## config.mk

```make
export PLATFORM = sky130hd
export DESIGN_NAME = pc_fetch_stage_flat
export DESIGN_NICKNAME = d
export VERILOG_FILES = /design/src/rtl/pc_fetch_stage_if.sv /design/src/rtl/pc_fetch_stage.sv /design/src/flat_wrapper.sv
export SDC_FILE = /design/constraint.sdc
export NUM_CORES = 1
export LEC_CHECK = 0
export CAP_MARGIN = 25
export CORE_UTILIZATION = 25
export DETAILED_ROUTE_END_ITERATION = 7
export GPL_TIMING_DRIVEN = 0
export PLACE_DENSITY = 0.59
export SLEW_MARGIN = 10
export SYNTH_ARGS = -nofsm -noshare
export SYNTH_HDL_FRONTEND = slang
export SYNTH_SLANG_ARGS = --single-unit
```

## constraint.sdc

```tcl
create_clock -name clk -period 1.7 [get_ports clk]
set_input_delay 0.255 -clock clk [delete_from_list [all_inputs] [get_ports clk]]
set_output_delay 0.255 -clock clk [all_outputs]
set_load 0.05 [all_outputs]
```

## src/rtl/pc_fetch_stage_if.sv

```systemverilog
// Instruction-memory request/response channel between the fetch stage (master) and imem (slave).
// One word request at a time; exactly one in-order response per accepted request.
interface pc_fetch_stage_if;
  logic        req_valid;
  logic        req_ready;
  logic [31:0] addr;
  logic        rsp_valid;
  logic [31:0] rsp_data;

  modport master (output req_valid, output addr, input req_ready, input rsp_valid, input rsp_data);
  modport slave  (input req_valid, input addr, output req_ready, output rsp_valid, output rsp_data);
endinterface

```

## src/rtl/pc_fetch_stage.sv

```systemverilog
// RV32I fetch stage: owns the PC, keeps one imem request outstanding, and presents {pc, instr}
// to decode from a single-entry output register. Redirects reload the PC and flush in-flight work.
module pc_fetch_stage #(
  parameter logic [31:0] RESET_VECTOR = 32'h0000_0000
) (
  input  logic                     clk,
  input  logic                     rst_n,
  pc_fetch_stage_if.master         imem,
  output logic [31:0]              adder_operand_a,
  output logic [31:0]              adder_operand_b,
  input  logic [31:0]              adder_result,
  input  logic                     redirect_valid,
  input  logic [31:0]              redirect_target,
  input  logic                     stall,
  output logic                     if_valid,
  output logic [31:0]              if_pc,
  output logic [31:0]              if_instr,
  output logic                     fetch_misaligned
);

  localparam int unsigned XLEN = 32;
  localparam logic [XLEN-1:0] NOP = XLEN'(32'h0000_0013);

  typedef enum logic [1:0] {ISSUE, WAIT_RSP, DRAIN, HALT} state_t;

  state_t            state_q;
  logic [XLEN-1:0]   pc_q;
  logic [XLEN-1:0]   req_pc;
  logic              rsp_pending;
  logic              consume;
  logic              out_free;
  logic              req_fire;
  logic              target_ok;

  // Request is only offered when the output register is guaranteed free at response time
  always_comb begin
    consume         = 1'b0;
    out_free        = 1'b0;
    imem.req_valid  = 1'b0;
    imem.addr       = pc_q;
    req_fire        = 1'b0;
    target_ok       = 1'b0;
    adder_operand_a = pc_q;
    adder_operand_b = XLEN'(4);

    consume        = if_valid & ~stall;
    out_free       = ~if_valid | consume;
    imem.req_valid = rst_n & (state_q == ISSUE) & out_free & ~redirect_valid;
    req_fire       = imem.req_valid & imem.req_ready;
    target_ok      = (redirect_target[1:0] == 2'b00);
  end

  always_ff @(posedge clk or negedge rst_n) begin
    if (!rst_n) begin
      state_q          <= ISSUE;
      pc_q             <= RESET_VECTOR;
      req_pc           <= '0;
      rsp_pending      <= 1'b0;
      if_valid         <= 1'b0;
      if_pc            <= '0;
      if_instr         <= NOP;
      fetch_misaligned <= 1'b0;
    end else begin
      if (consume) if_valid <= 1'b0;

      // Tracks an accepted request whose response has not yet come back (matters after HALT)
      if (req_fire)            rsp_pending <= 1'b1;
      else if (imem.rsp_valid) rsp_pending <= 1'b0;

      if (redirect_valid) begin
        if_valid <= 1'b0;
        if (!target_ok) begin
          fetch_misaligned <= 1'b1;
          state_q          <= HALT;
        end else begin
          pc_q             <= redirect_target;
          fetch_misaligned <= 1'b0;
          case (state_q)
            ISSUE:           state_q <= ISSUE;
            WAIT_RSP, DRAIN: state_q <= imem.rsp_valid ? ISSUE : DRAIN;
            HALT:            state_q <= (rsp_pending & ~imem.rsp_valid) ? DRAIN : ISSUE;
            default:         state_q <= ISSUE;
          endcase
        end
      end else begin
        case (state_q)
          ISSUE: begin
            if (req_fire) begin
              req_pc  <= pc_q;
              pc_q    <= adder_result;
              state_q <= WAIT_RSP;
            end
          end
          WAIT_RSP: begin
            if (imem.rsp_valid) begin
              if_valid <= 1'b1;
              if_pc    <= req_pc;
              if_instr <= imem.rsp_data;
              state_q  <= ISSUE;
            end
          end
          DRAIN: begin
            if (imem.rsp_valid) state_q <= ISSUE;
          end
          HALT:    state_q <= HALT;
          default: state_q <= ISSUE;
        endcase
      end
    end
  end

endmodule

```

## src/flat_wrapper.sv

```systemverilog
// flat-port wrapper written by rule: the top's interface ports become plain ports
module pc_fetch_stage_flat 
#(
  parameter logic [31:0] RESET_VECTOR = 32'h0000_0000
)
  (clk, rst_n, adder_operand_a, adder_operand_b, adder_result, redirect_valid, redirect_target, stall, if_valid, if_pc, if_instr, fetch_misaligned, imem_req_valid, imem_addr, imem_req_ready, imem_rsp_valid, imem_rsp_data);
  pc_fetch_stage_if imem_i ();
  input  logic clk;
  input  logic rst_n;
  output logic [31:0] adder_operand_a;
  output logic [31:0] adder_operand_b;
  input  logic [31:0] adder_result;
  input  logic redirect_valid;
  input  logic [31:0] redirect_target;
  input  logic stall;
  output logic if_valid;
  output logic [31:0] if_pc;
  output logic [31:0] if_instr;
  output logic fetch_misaligned;
  output wire logic [$bits(imem_i.req_valid)-1:0] imem_req_valid;
  output wire logic [$bits(imem_i.addr)-1:0] imem_addr;
  input wire logic [$bits(imem_i.req_ready)-1:0] imem_req_ready;
  input wire logic [$bits(imem_i.rsp_valid)-1:0] imem_rsp_valid;
  input wire logic [$bits(imem_i.rsp_data)-1:0] imem_rsp_data;
  assign imem_req_valid = imem_i.req_valid;
  assign imem_addr = imem_i.addr;
  assign imem_i.req_ready = imem_req_ready;
  assign imem_i.rsp_valid = imem_rsp_valid;
  assign imem_i.rsp_data = imem_rsp_data;
  pc_fetch_stage #(.RESET_VECTOR(RESET_VECTOR)) u_core (.clk(clk), .rst_n(rst_n), .imem(imem_i), .adder_operand_a(adder_operand_a), .adder_operand_b(adder_operand_b), .adder_result(adder_result), .redirect_valid(redirect_valid), .redirect_target(redirect_target), .stall(stall), .if_valid(if_valid), .if_pc(if_pc), .if_instr(if_instr), .fetch_misaligned(fetch_misaligned));
endmodule
```

==> results of run 1 <==
## routing by layer
metal  vias to the layer above  wire length (µm)  part of all wire, %
met4                         0               137                 0.80
met5                         -                 0                    0
met1                      2130              7714                   45
met3                         8               932                  5.5
met2                       147              8262                   48
li1                       2072                 -                    -
## sequential cells by signal, summed over array words and instances, names as in the netlist
signal and flops:
u_core.adder_operand_a 32, u_core.if_instr 32, u_core.if_pc 32, u_core.req_pc 32, u_core.state_q 2, u_core.fetch_misaligned 1
u_core.if_valid 1, u_core.rsp_pending 1
## cell usage after synthesis, types with 4 or more instances
library cell,number
buf_2,11
buf_4,71
dfrtp_1,130
ha_1,4
inv_1,4
mux2_1,48
mux2_2,19
mux2_4,29
mux2i_1,33
nand2_1,33
o21ai_1,33
## kinds of logic after synthesis
family | count (synthesis)
muxes | 129
adders and majority gates | 4
DFF | 133
AOI/OAI and AO/OA | 41
other | 2
and+or+nand+nor | 43
buffers and inverters | 89
## layout make-up
type | count | area, µm²
flip-flops and latches | 133 | 3334
clock buffers | 18 | 439.2
well taps | 319 | 399.1
multi-input cells | 249 | 2256
clock inverters | 14 | 175.2
plain buffers | 84 | 760.7
fillers | 2214 | 13230
repair buffers | 273 | 2864
inverters | 4 | 15.01
## critical path: stages, from the launching register on
cell	delay [ns]
dfrtp_1	0.39
inv_2	0.08
ha_1	0.14
nor2b_4	0.16
and3_4	0.19
buf_8	0.14
## through the flow
stage          instance area [µm²]  setup TNS (ns)  hold WS, ns
2_1_floorplan                 6093               0     -0.04059
3_3_place_gp                  8815        -1105.23       0.4667
3_5_place_dp                  8847          -53.10       0.1806
4_1_cts                       9848          -1.625       0.4045
5_1_grt                      10240          -6.456       0.4026
6_report                     10240          -1.810       0.4263
## report_power, final
| part | internal [mW] | switching [mW] |
|---|---|---|
| registers | 4.19 | 0.631 |
| logic | 2.89 | 4.95 |
| clock network | 2.36 | 1.44 |
| total | 9.44 | 7.03 |
## timing repair
action                                  in CTS  in global routing
setup buffers                               12                  8
pin swaps                                    0                  1
endpoints found under the setup margin     244                136
gates cloned                                 4                  7
endpoints found under the hold margin       45                  0
gates resized for setup                    228                 79
hold buffers                                 9                  0
## path summary, 6_finish.rpt
check	slack [ns]	to
setup / recovery	-0.08	imem_req_valid
hold / removal	0.43	u_core.if_instr[13]$_DFFE_PN0P_
setup reg to reg	-0.07	u_core.if_pc[2]$_DFFE_PN0P_
hold reg to reg	0.48	u_core.if_instr[11]$_DFFE_PN0P_
max in group asynchronous	0.08	u_core.if_instr[22]$_DFFE_PN0P_
min in group asynchronous	0.54	u_core.if_instr[4]$_DFFE_PN1P_
## cell usage in the layout (no fill, tap or decap), types with 2 or more instances in the layout
cell             synthesis  final
and3_4                   0      2
buf_12                   0     12
buf_16                   0      7
buf_2                   11      2
buf_4                   71     81
buf_6                    3      8
buf_8                    0      2
bufinv_16                0      3
clkbuf_16                0     24
clkbuf_2                 0     10
clkdlybuf4s15_1          0      3
clkdlybuf4s15_2          0     29
clkdlybuf4s50_1          0    100
clkinv_2                 0      2
clkinv_4                 0      2
clkinvlp_4               0      3
conb_1                   2     32
dfrtp_1                130    128
dfrtp_2                  0      2
dfstp_2                  3      3
dlygate4sd2_1            0     88
dlygate4sd3_1            0      6
ha_1                     4      3
inv_1                    4      2
inv_2                    0      2
inv_6                    0      4
mux2_1                  48     20
mux2_2                  19     19
mux2_4                  29     57
mux2i_1                 33     33
nand2_1                 33     33
nor2_1                   3      3
o21ai_1                 33     33
==> flow_summary.json, run 1 <==
{
  "fin_skew_ns": 0.009147,
  "synth_edf_count": 0,
  "final_antenna_net_count": 0,
  "fin_util_pct": 43.64,
  "ctsRootBufferMaster": "clkbuf_16",
  "cts_tree": "yes",
  "cts.sinks": 133,
  "setup_violations": 50,
  "detail_route.first_pass.iterations": 4,
  "ys.flop_type": "dfrtp_1",
  "syn_to_final_growth_pct": 71.31,
  "crit_type": "reg -> out",
  "synthXorXnorAreaFrac_pct": 0,
  "clk-insertion-delay-late_ns": 0.42,
  "synth_area_leaders": "dfrtp_1 (54%), mux2_1 (9.0%), buf_4 (8.9%)",
  "cts_buffer_depth": 2,
  "crit_required_ns": 1.44,
  "final_cells": 1094,
  "async_reset_ff_share_pct": 100.0,
  "synth_fa_ha_area_share_pct": 0.8370,
  "synth_top_cell_by_area": "dfrtp_1",
  "grtUsageMet2_pct": 22.49,
  "htreeDepth": 4,
  "cp-start-kind": "register",
  "peakVddDrop_uv": 723.7,
  "r2r_start": "u_core.state_q[1]$_DFFE_PN0P_",
  "p_total_mw": 16.46,
  "rsz0062_at_grt": "yes",
  "drt-initial-drc-count": 120,
  "maxSlewViolCount": 0,
  "fp.dieW_um": 156.7,
  "rows": 56,
  "hold_path_startpoint": "imem_rsp_data[13]",
  "synth_compound_area_share_pct": 4.039,
  "final.setup.worst_slack_ns": -0.07546,
  "dieHeight_um": 156.7,
  "grt_max_degree": 46,
  "yosysWarningCount": 0,
  "cp.arrival_ns": 1.52,
  "die_area_um2": 24540,
  "grt_usage_pct": 13.63,
  "nets": 868,
  "grt-busiest-layer": "met2",
  "hold_viol": 0,
  "hold_depth": 2,
  "clk_pin_slew_ns": 0.06,
  "synth-seq-cells": 133,
  "hold_path_class": "in -> reg",
  "crit_fanout": 4,
  "worst_r2r_path_depth": 9,
  "vias_per_cell": 3.983,
  "synthMuxAreaShare_pct": 25.42,
  "netlist_area_um2": 5979,
  "pre_cts_ws_ns": -0.6898,
  "hpwl_um": 11170,
  "cts_inserted_buffers": 17,
  "yosysUniqueCellTypes": 29,
  "place.gp.congestion": 0.7099,
  "maxSlewHeadroom_pct": 62.67,
  "yosys.area_share.simple_pct": 3.202,
  "finalWirelength_um": 17050,
  "placedCellCount": 1023,
  "min_period_ns": 1.775,
  "maxCapViolCount": 0,
  "portBuffers": 232,
  "finalCritPeriodShare_pct": 104.4,
  "fmax_mhz": 563.2,
  "status": "finished with violations",
  "n_antenna_cell": 0,
  "worst-slew-pin-transition_ns": 0.5622,
  "core_area_um2": 23470,
  "start_util_pct": 25.47,
  "cp-end-kind": "output pin",
  "netlist.area_leader.share_pct": 54.40,
  "vias": 4357,
  "critical_path.startpoint": "u_core.state_q[1]$_DFFE_PN0P_",
  "overflow": 0,
  "powerDensity_nw_per_um2": 1607,
  "drt-wirelength-per-cell_um": 15.58,
  "synth_cells": 441,
  "use_met1_pct": 17.30,
  "grt_pass1_wl_um": 24780,
  "violations": "negative setup slack",
  "drive_gt1_share_pct": 36.52,
  "antenna_found_initial": 0,
  "drcViolationCount": 0,
  "ys_seq_area_share_pct": 55.72,
  "synth_top_family_by_area": "multiplexers",
  "postSynthAreaPerCell_um2": 13.56,
  "total_leakage_power_nw": 5.175,
  "io_pins": 265,
  "use_met3_pct": 3.739,
  "grt_pass1_vias": 4256
}
Note: power is estimated with default switching activity, not from simulation.
==> run 2, diff against run 1 <==
Settings changed: GPL_ROUTABILITY_DRIVEN set to 0.
==> results of run 2 <==
No change in the layout: final DEF, timing and power equal those of run 1.
